--- src/rtl/sb_tx_pkt_scheduler.sv ---
// sb_tx_pkt_scheduler
//   Sideband transmit scheduler. Arbitrates round-robin between NUM_SRC
//   message sources, or emits the sideband clock pattern on request, and
//   frames each packet as header word, optional data word and an idle gap.
//
// Optional feature macro: SB_TX_PARITY_EN
//   Defined   -> header bit 62 (DP) and bit 63 (CP) are rewritten at capture.
//   Undefined -> the header is sent unchanged.
//
// Ports
//   i_clk, i_rst_n   clock, asynchronous active-low reset
//   i_pattern_req    level request for PATTERN_WORDS clock-pattern words
//   i_req            per-source packet request, held until granted
//   i_has_data       per-source: packet carries a data word
//   i_header/i_data  per-source words, source k at [64k+63:64k]
//   i_ser_ready      serializer accepts o_word this cycle
//   o_word           word to serializer
//   o_word_valid     o_word valid
//   o_grant          one-hot, one-cycle pulse when a source is captured
//   o_pattern_done   one-cycle pulse after the last pattern word is accepted
//   o_busy           FSM is not IDLE
//   o_dbg_state      current FSM state (state_e encoding)
//
// Handshake: a word moves when o_word_valid && i_ser_ready at a rising edge;
// while valid is high and ready is low, o_word and o_word_valid hold.
`timescale 1ns/1ps
module sb_tx_pkt_scheduler #(
  parameter int NUM_SRC       = 4,
  parameter int PATTERN_WORDS = 4,
  parameter int GAP_CYCLES    = 2
) (
  input  logic                  i_clk,
  input  logic                  i_rst_n,
  input  logic                  i_pattern_req,
  input  logic [NUM_SRC-1:0]    i_req,
  input  logic [NUM_SRC-1:0]    i_has_data,
  input  logic [NUM_SRC*64-1:0] i_header,
  input  logic [NUM_SRC*64-1:0] i_data,
  input  logic                  i_ser_ready,
  output logic [63:0]           o_word,
  output logic                  o_word_valid,
  output logic [NUM_SRC-1:0]    o_grant,
  output logic                  o_pattern_done,
  output logic                  o_busy,
  output logic [2:0]            o_dbg_state
);

  localparam int RR_W  = (NUM_SRC > 1) ? $clog2(NUM_SRC) : 1;
  localparam int PAT_W = $clog2(PATTERN_WORDS + 1);
  localparam int GAP_W = (GAP_CYCLES > 0) ? $clog2(GAP_CYCLES + 1) : 1;
  localparam logic [PAT_W-1:0] PAT_LAST = PAT_W'(PATTERN_WORDS - 1);
  localparam logic [GAP_W-1:0] GAP_LAST = GAP_W'((GAP_CYCLES > 0) ? GAP_CYCLES - 1 : 0);
  localparam logic [63:0] PATTERN_WORD = 64'hAAAA_AAAA_AAAA_AAAA;

  typedef enum logic [2:0] {
    S_IDLE    = 3'd0,
    S_PATTERN = 3'd1,
    S_HEADER  = 3'd2,
    S_DATA    = 3'd3,
    S_GAP     = 3'd4
  } state_e;

  state_e             state;
  logic [RR_W-1:0]    rr;
  logic [PAT_W-1:0]   pat_cnt;
  logic [GAP_W-1:0]   gap_cnt;
  logic [63:0]        cap_data;
  logic               cap_has_data;

  logic               win_found;
  logic [RR_W-1:0]    win_idx;
  logic [RR_W-1:0]    cand;
  logic [RR_W-1:0]    rr_next;
  logic [NUM_SRC-1:0] win_onehot;
  logic [63:0]        sel_header;
  logic [63:0]        sel_data;
  logic               sel_has_data;
  logic [63:0]        tx_header;
  logic               accept;

  assign o_dbg_state = state;
  assign accept      = o_word_valid & i_ser_ready;

  // First requester at or after rr, scanning upward with wrap.
  always_comb begin
    win_found = 1'b0;
    win_idx   = '0;
    cand      = '0;
    for (int i = 0; i < NUM_SRC; i++) begin
      cand = RR_W'((int'(rr) + i) % NUM_SRC);
      if (!win_found && i_req[cand]) begin
        win_found = 1'b1;
        win_idx   = cand;
      end
    end
  end

  always_comb begin
    win_onehot          = '0;
    win_onehot[win_idx] = 1'b1;
  end

  assign rr_next      = (int'(win_idx) == NUM_SRC - 1) ? '0 : win_idx + 1'b1;
  assign sel_header   = i_header[int'(win_idx)*64 +: 64];
  assign sel_data     = i_data[int'(win_idx)*64 +: 64];
  assign sel_has_data = i_has_data[win_idx];

  // Parity is folded into the capture path so it adds no latency.
  always_comb begin
    tx_header = sel_header;
`ifdef SB_TX_PARITY_EN
    tx_header[62] = sel_has_data ? (^sel_data) : 1'b0;
    tx_header[63] = (^sel_header[61:0]) ^ tx_header[62];
`endif
  end

  always_ff @(posedge i_clk or negedge i_rst_n) begin
    if (!i_rst_n) begin
      state          <= S_IDLE;
      rr             <= '0;
      pat_cnt        <= '0;
      gap_cnt        <= '0;
      cap_data       <= '0;
      cap_has_data   <= 1'b0;
      o_word         <= '0;
      o_word_valid   <= 1'b0;
      o_grant        <= '0;
      o_pattern_done <= 1'b0;
      o_busy         <= 1'b0;
    end else begin
      o_grant        <= '0;
      o_pattern_done <= 1'b0;
      case (state)
        S_IDLE: begin
          // Pattern has priority; a pending i_req stays pending until the next IDLE.
          if (i_pattern_req) begin
            state        <= S_PATTERN;
            pat_cnt      <= '0;
            o_word       <= PATTERN_WORD;
            o_word_valid <= 1'b1;
            o_busy       <= 1'b1;
          end else if (win_found) begin
            state        <= S_HEADER;
            rr           <= rr_next;
            o_grant      <= win_onehot;
            cap_data     <= sel_data;
            cap_has_data <= sel_has_data;
            o_word       <= tx_header;
            o_word_valid <= 1'b1;
            o_busy       <= 1'b1;
          end
        end
        S_PATTERN: begin
          if (accept) begin
            pat_cnt <= pat_cnt + 1'b1;
            if (pat_cnt == PAT_LAST) begin
              state          <= S_IDLE;
              o_word_valid   <= 1'b0;
              o_pattern_done <= 1'b1;
              o_busy         <= 1'b0;
            end
          end
        end
        S_HEADER: begin
          if (accept) begin
            if (cap_has_data) begin
              state  <= S_DATA;
              o_word <= cap_data;
            end else begin
              o_word_valid <= 1'b0;
              gap_cnt      <= '0;
              if (GAP_CYCLES == 0) begin
                state  <= S_IDLE;
                o_busy <= 1'b0;
              end else begin
                state <= S_GAP;
              end
            end
          end
        end
        S_DATA: begin
          if (accept) begin
            o_word_valid <= 1'b0;
            gap_cnt      <= '0;
            if (GAP_CYCLES == 0) begin
              state  <= S_IDLE;
              o_busy <= 1'b0;
            end else begin
              state <= S_GAP;
            end
          end
        end
        S_GAP: begin
          gap_cnt <= gap_cnt + 1'b1;
          if (gap_cnt == GAP_LAST) begin
            state  <= S_IDLE;
            o_busy <= 1'b0;
          end
        end
        default: begin
          state        <= S_IDLE;
          o_word_valid <= 1'b0;
          o_busy       <= 1'b0;
        end
      endcase
    end
  end

endmodule

--- config.mk ---
export PLATFORM = sky130hd
export DESIGN_NAME = sb_tx_pkt_scheduler
export DESIGN_NICKNAME = d
export VERILOG_FILES = /design/src/rtl/sb_tx_pkt_scheduler.sv
export SDC_FILE = /design/constraint.sdc
export NUM_CORES = 1
export LEC_CHECK = 0
export CORE_AREA = 2 2 236 238
export DETAILED_ROUTE_END_ITERATION = 8
export DIE_AREA = 0 0 238 240
export GPL_TIMING_DRIVEN = 0
export PLACE_DENSITY_LB_ADDON = 0.1
export SKIP_CTS_REPAIR_TIMING = 1
export SLEW_MARGIN = 5
export SYNTH_ARGS = -nofsm -noshare
export SYNTH_HDL_FRONTEND = slang
export SYNTH_SLANG_ARGS = --single-unit
export TNS_END_PERCENT = 10
--- constraint.sdc ---
create_clock -name i_clk -period 4.5 [get_ports i_clk]
set_clock_uncertainty 0.15 [all_clocks]
set_input_delay 0.45 -clock i_clk [delete_from_list [all_inputs] [get_ports i_clk]]
set_output_delay 0.45 -clock i_clk [all_outputs]
set_load 0.01 [all_outputs]
==> results.json, run 1 <==
{
  "setup_viol": 0,
  "mostFrequentLayoutCell": "clkdlybuf4s50_1",
  "setup_slack_ps": 930,
  "overflow": 0,
  "min_period_over_period_pct": 79.3,
  "fp.dieArea_um2": 57100,
  "grt_pass1_wl_um": 86400,
  "fmax_mhz": 280,
  "cts_max_level": 4,
  "first_global_vias": 12200,
  "grt_antenna_before_repair": 6,
  "reg2reg_to": "cap_data[1]$_DFFE_PN0P_",
  "avgViaCountPerCell": 4.70,
  "r2r_cells": 7,
  "critPathLaunch": "i_req[3]",
  "grt_max_degree": 75,
  "dr.first_iter.drc_count": 649,
  "leakage_nw": 7.05,
  "crit_end": "cap_data[1]$_DFFE_PN0P_",
  "reg2reg_from": "rr[1]$_DFFE_PN0P_",
  "num_rows": 86,
  "clk_path_buf_depth": 2,
  "mostFrequentLayoutCells": "595 x clkdlybuf4s50_1, 162 x mux2i_1, 146 x dfrtp_1, 84 x nand2_1",
  "rsz0062_at_grt": "no",
  "final_util_pct": 32.3,
  "p_total_mw": 8.60,
  "placed_cell_area_um2": 16900,
  "portBuffers": 596,
  "drt_pass1_iterations": 7,
  "startpoint_type": "input port",
  "r2r_slack_ps": 1000,
  "dieHeight_um": 240,
  "syn-instance-count": 1064,
  "clk-insertion-delay-late_ps": 500,
  "preCtsSetupSlack_ps": 17.0,
  "drc": 0,
  "syn_area_um2": 10000,
  "required_ps": 4680,
  "ant_nets": 0,
  "synth-edff-count": 0,
  "path_depth": 8,
  "slowest_stage": "a211oi_2",
  "end_kind": "flop",
  "crit_arrival_ps": 3750,
  "path_class": "in -> reg",
  "dieWidth_um": 238,
  "yosysSeqAreaShare_pct": 36.4,
  "worstMarginPinSlew_ps": 1290,
  "cts_tree": "yes",
  "ys_ff_latch": 146,
  "path_buf_inv": 3,
  "cp_top_family": "buffers and inverters",
  "cts_buffers": 17,
  "cts_root_buffer": "clkbuf_16",
  "coreArea_um2": 54700,
  "clk_pin_slew_worst_paths_ps": 70,
  "synth_cell_types": 50,
  "dp_hpwl_um": 50400,
  "place.gp.congestion": 0.824,
  "syn_to_final_growth_pct": 75.9,
  "relSlewSlack_pct": 14.3,
  "yosys_most_used_dff": "dfrtp_1",
  "syn_avg_cell_area_um2": 9.42,
  "syn-num-nets": 1592,
  "slew_violations": 0,
  "pin_count": 598,
  "routed_wl_um": 62100,
  "hold_viol_final": 0,
  "wl_per_cell_um": 25.8,
  "powerDensity_nw_per_um2": 488,
  "layout-drive-gt1-share_pct": 5.96,
  "nNetsFinal": 2209,
  "path_cells": "clkdlybuf4s50_1 > o21ai_0 > a211oi_2 > nor2_4 > nand2_1 > buf_2 > clkbuf_1 > o221ai_1",
  "min_path_type": "in -> reg",
  "status": "complete, no violations",
  "cp_slowest_stage_delay_ps": 840,
  "ir_worst_vdd_uv": 317,
  "synthArstFlopShare_pct": 100,
  "grt_usage_pct": 21.4,
  "via_count": 11300,
  "yosys_warnings": 0,
  "critPathMaxFanout": 10,
  "start_util_pct": 18.3,
  "min_period_ps": 3570,
  "cap_violations": 0,
  "clock_sinks": 146,
  "fin_area_um2": 17600
}
## metal layers
metal / wire length (um) / vias to the layer above / track usage, %
li1: - / 5345 / -
met1: 25900 / 5482 / 25.7
met2: 30800 / 413 / 37.4
met3: 4000 / 55 / 5.28
met4: 1340 / 0 / 7.29
met5: 0 / - / 0
## worst min path at each step
stage	to	startpoint	cells past startpoint
floorplan	cap_data[0]$_DFFE_PN0P_	i_rst_n	0
global placement	cap_data[0]$_DFFE_PN0P_	cap_data[0]$_DFFE_PN0P_	2
detailed placement	o_word[47]$_DFFE_PN0P_	i_rst_n	1
CTS	o_word[47]$_DFFE_PN0P_	i_rst_n	1
global route	rr[1]$_DFFE_PN0P_	i_pattern_req	4
finish	o_word_valid$_DFFE_PN0P_	i_pattern_req	3
## report_power, final
part | internal (mW) | switching [mW] | leakage (nW)
registers | 1.89 | 0.356 | 1.78
logic | 2.05 | 2.55 | 4.93
clock network | 1.09 | 0.672 | 0.335
## logic make-up (layout without fill, tap and decap cells)
group                    count (synthesis)  count (layout)  share of synthesized area (%)
flip-flops                             146             146                           36.4
AO/OA/AOI/OAI                          286             286                           21.2
adder cells (fa/ha/maj)                  4               4                          0.499
multiplexers                           162             162                           16.2
other                                    0               6                              0
buffers and inverters                  119             749                           6.12
AND/OR/NAND/NOR                        347             347                           19.5
## synth_stat cells, drive strengths merged (34+ instances only)
cell | number | share of area (%)
a21oi | 36 | 1.8
o221ai | 65 | 5.7
mux2i | 162 | 16
a211oi | 67 | 5.7
and3 | 65 | 4.1
nor3 | 34 | 1.7
nand2 | 84 | 3.1
nand3 | 34 | 1.7
nor2 | 47 | 1.8
o21ai | 43 | 2.1
clkbuf | 64 | 2.5
dfrtp | 146 | 36
buf | 39 | 2.4
## through the flow
stage / hold WS (ps) / instances / setup TNS, ps
after CTS: -243 / 2397 / 0
after detailed placement: 308 / 2365 / 0
final: 268 / 2404 / 0
after floorplan: 4.41 / 1064 / 0
after global placement: 316 / 2364 / -618820
after global routing: 299 / 2403 / 0
## registers in the layout, indices dropped and copies added, names as in the netlist
signal          count
cap_data           64
o_word             64
o_grant             4
o_dbg_state         3
pat_cnt             3
gap_cnt             2
rr                  2
cap_has_data        1
o_busy              1
o_pattern_done      1
o_word_valid        1
## worst register-to-register path, cell delays in order (launching register included)
cell and delay [ps]:
dfrtp_1 470, o21ai_0 190, a211oi_2 840, nor2_4 310, nand2_1 180, buf_2 320
clkbuf_1 650, o221ai_1 220
## layout make-up
type / instances / area, um^2
diodes: 6 / 15.0
plain buffers: 114 / 594
clock buffers: 21 / 470
clock inverters: 11 / 223
fillers: 5751 / 37000
inverters: 5 / 18.8
multi-input cells: 799 / 5770
flip-flops and latches: 146 / 3650
well taps: 704 / 881
repair buffers: 598 / 6010
Note: power is estimated with default switching activity, not from simulation.
==> run 2: changes to the inputs <==
CORE_AREA = 2 2 232 234   (was 2 2 236 238)
DIE_AREA = 0 0 234 236   (was 0 0 238 240)
clock period = 3.3 ns   (was 4.5 ns; I/O delays follow)
==> run 2 against run 1 <==
Against the previous run: cell count is 0.33% lower; flip-flop and latch count stayed put; non-clock buffer count is 4 higher; largest cell class unchanged; highest routed layer is now met5; design area hardly changed; largest power group unchanged; sequential share of layout area hardly changed.
==> results.json, run 2 (synthesis results as in run 1) <==
{
  "status": "complete, no violations",
  "cts_max_level": 4,
  "powerDensity_nw_per_um2": 657,
  "cts_root_buffer": "clkbuf_16",
  "slew_violations": 0,
  "path_class": "reg -> reg",
  "cap_violations": 0,
  "pin_count": 598,
  "setup_slack_ps": 162,
  "ant_nets": 0,
  "mostFrequentLayoutCells": "595 x clkdlybuf4s50_1, 162 x mux2i_1, 146 x dfrtp_1, 84 x nand2_1",
  "critPathMaxFanout": 10,
  "r2r_slack_ps": 160,
  "fp.dieArea_um2": 55200,
  "first_global_vias": 12200,
  "fin_area_um2": 17600,
  "fin_hold_ws_ps": 118,
  "start_util_pct": 18.9,
  "preCtsSetupSlack_ps": -950,
  "clk_path_buf_depth": 2,
  "syn_to_final_growth_pct": 75.8,
  "leakage_nw": 7.05,
  "relSlewSlack_pct": 29.8,
  "largest_registers": "cap_data (64), o_word (64), o_grant (4)",
  "layout.cells.non_filler": 2396,
  "min_path_type": "in -> reg",
  "avgViaCountPerCell": 4.69,
  "min_period_over_period_pct": 95.1,
  "via_count": 11200,
  "layout-drive-gt1-share_pct": 6.36,
  "grt_usage_pct": 22.1,
  "clk_pin_slew_worst_paths_ps": 70,
  "worstMarginPinSlew_ps": 1050,
  "drt_pass1_iterations": 5,
  "dieWidth_um": 234,
  "coreArea_um2": 53100,
  "wl_per_cell_um": 25.5,
  "setup_viol": 0,
  "grt_max_degree": 76,
  "end_kind": "flop",
  "min_period_ps": 3140,
  "num_rows": 85,
  "nNetsFinal": 2213,
  "mostFrequentLayoutCell": "clkdlybuf4s50_1",
  "routed_wl_um": 61200,
  "portBuffers": 596,
  "cts_buffers": 17,
  "dieHeight_um": 236,
  "place.gp.congestion": 0.819,
  "required_ps": 3490,
  "drc": 0,
  "cts_tree": "yes",
  "dr.first_iter.drc_count": 488,
  "dp_cells": 2358,
  "ir_worst_vdd_uv": 410,
  "grt_pass1_wl_um": 86300,
  "p_total_mw": 11.6,
  "placed_cell_area_um2": 16900,
  "rsz0062_at_grt": "no",
  "startpoint_type": "flop",
  "dp_hpwl_um": 50200,
  "overflow": 0,
  "fmax_mhz": 319,
  "clock_sinks": 146,
  "hold_viol_final": 0,
  "clk-insertion-delay-late_ps": 490,
  "crit_arrival_ps": 3330,
  "grt_antenna_before_repair": 4
}
[run 2: cell types whose count changed in the layout (fill, tap and decap cells not counted), sizes merged]
cell / before / now
buf: 41 / 44
bufinv: 6 / 5
clkbuf: 85 / 82
clkdlybuf4s15: 0 / 1
clkinv: 2 / 5
clkinvlp: 1 / 4
diode: 6 / 2
inv: 7 / 5
[run 2: area by class of cell]
cell class	count	area (um^2)
fillers	5612	35400
clock buffers	18	429
multi-input cells	799	5780
plain buffers	114	603
inverters	5	18.8
clock inverters	14	213
flip-flops and latches	146	3650
diodes	2	5.00
well taps	696	871
repair buffers	602	6050
[run 2: where the power goes]
part	switching (mW)	internal [mW]	leakage, nW	total (mW)
registers	0.516	2.57	1.78	3.09
logic	3.42	2.82	4.97	6.24
clock network	0.907	1.33	0.302	2.24
total	4.84	6.73	7.05	11.6
[run 2: metal layers]
layer / global-route usage [%] / part of all wire, %
met5: 0 / 0.021
met2: 39.7 / 51
met1: 26.1 / 41
met3: 5.83 / 6.4
met4: 4.43 / 1.3
[run 2: per-stage QoR]
step	setup TNS, ps	utilization, %
2_1_floorplan	0	-
3_3_place_gp	-879040	31.8
3_5_place_dp	-73640	31.9
4_1_cts	-22480	33.1
5_1_grt	0	33.2
6_report	0	33.2
[run 2: worst paths after layout]
check,from,to,cells after the start
worst min-delay path,i_pattern_req,o_word_valid$_DFFE_PN0P_,3
worst min register to register,cap_data[28]$_DFFE_PN0P_,cap_data[28]$_DFFE_PN0P_,2
worst max-delay path,rr[0]$_DFFE_PN0P_,cap_data[34]$_DFFE_PN0P_,6
worst max register to register,rr[0]$_DFFE_PN0P_,cap_data[34]$_DFFE_PN0P_,6
max in group asynchronous,i_rst_n,o_word[49]$_DFFE_PN0P_,3
min in group asynchronous,i_rst_n,o_grant[1]$_DFF_PN0_,2
[run 2: worst max-delay path: stages, from the launching register on]
cell	delay (ps)
dfrtp_1	390
and2b_1	240
o21ba_2	230
nor2_2	290
clkdlybuf4s15_1	930
mux2i_1	540
o221ai_1	190
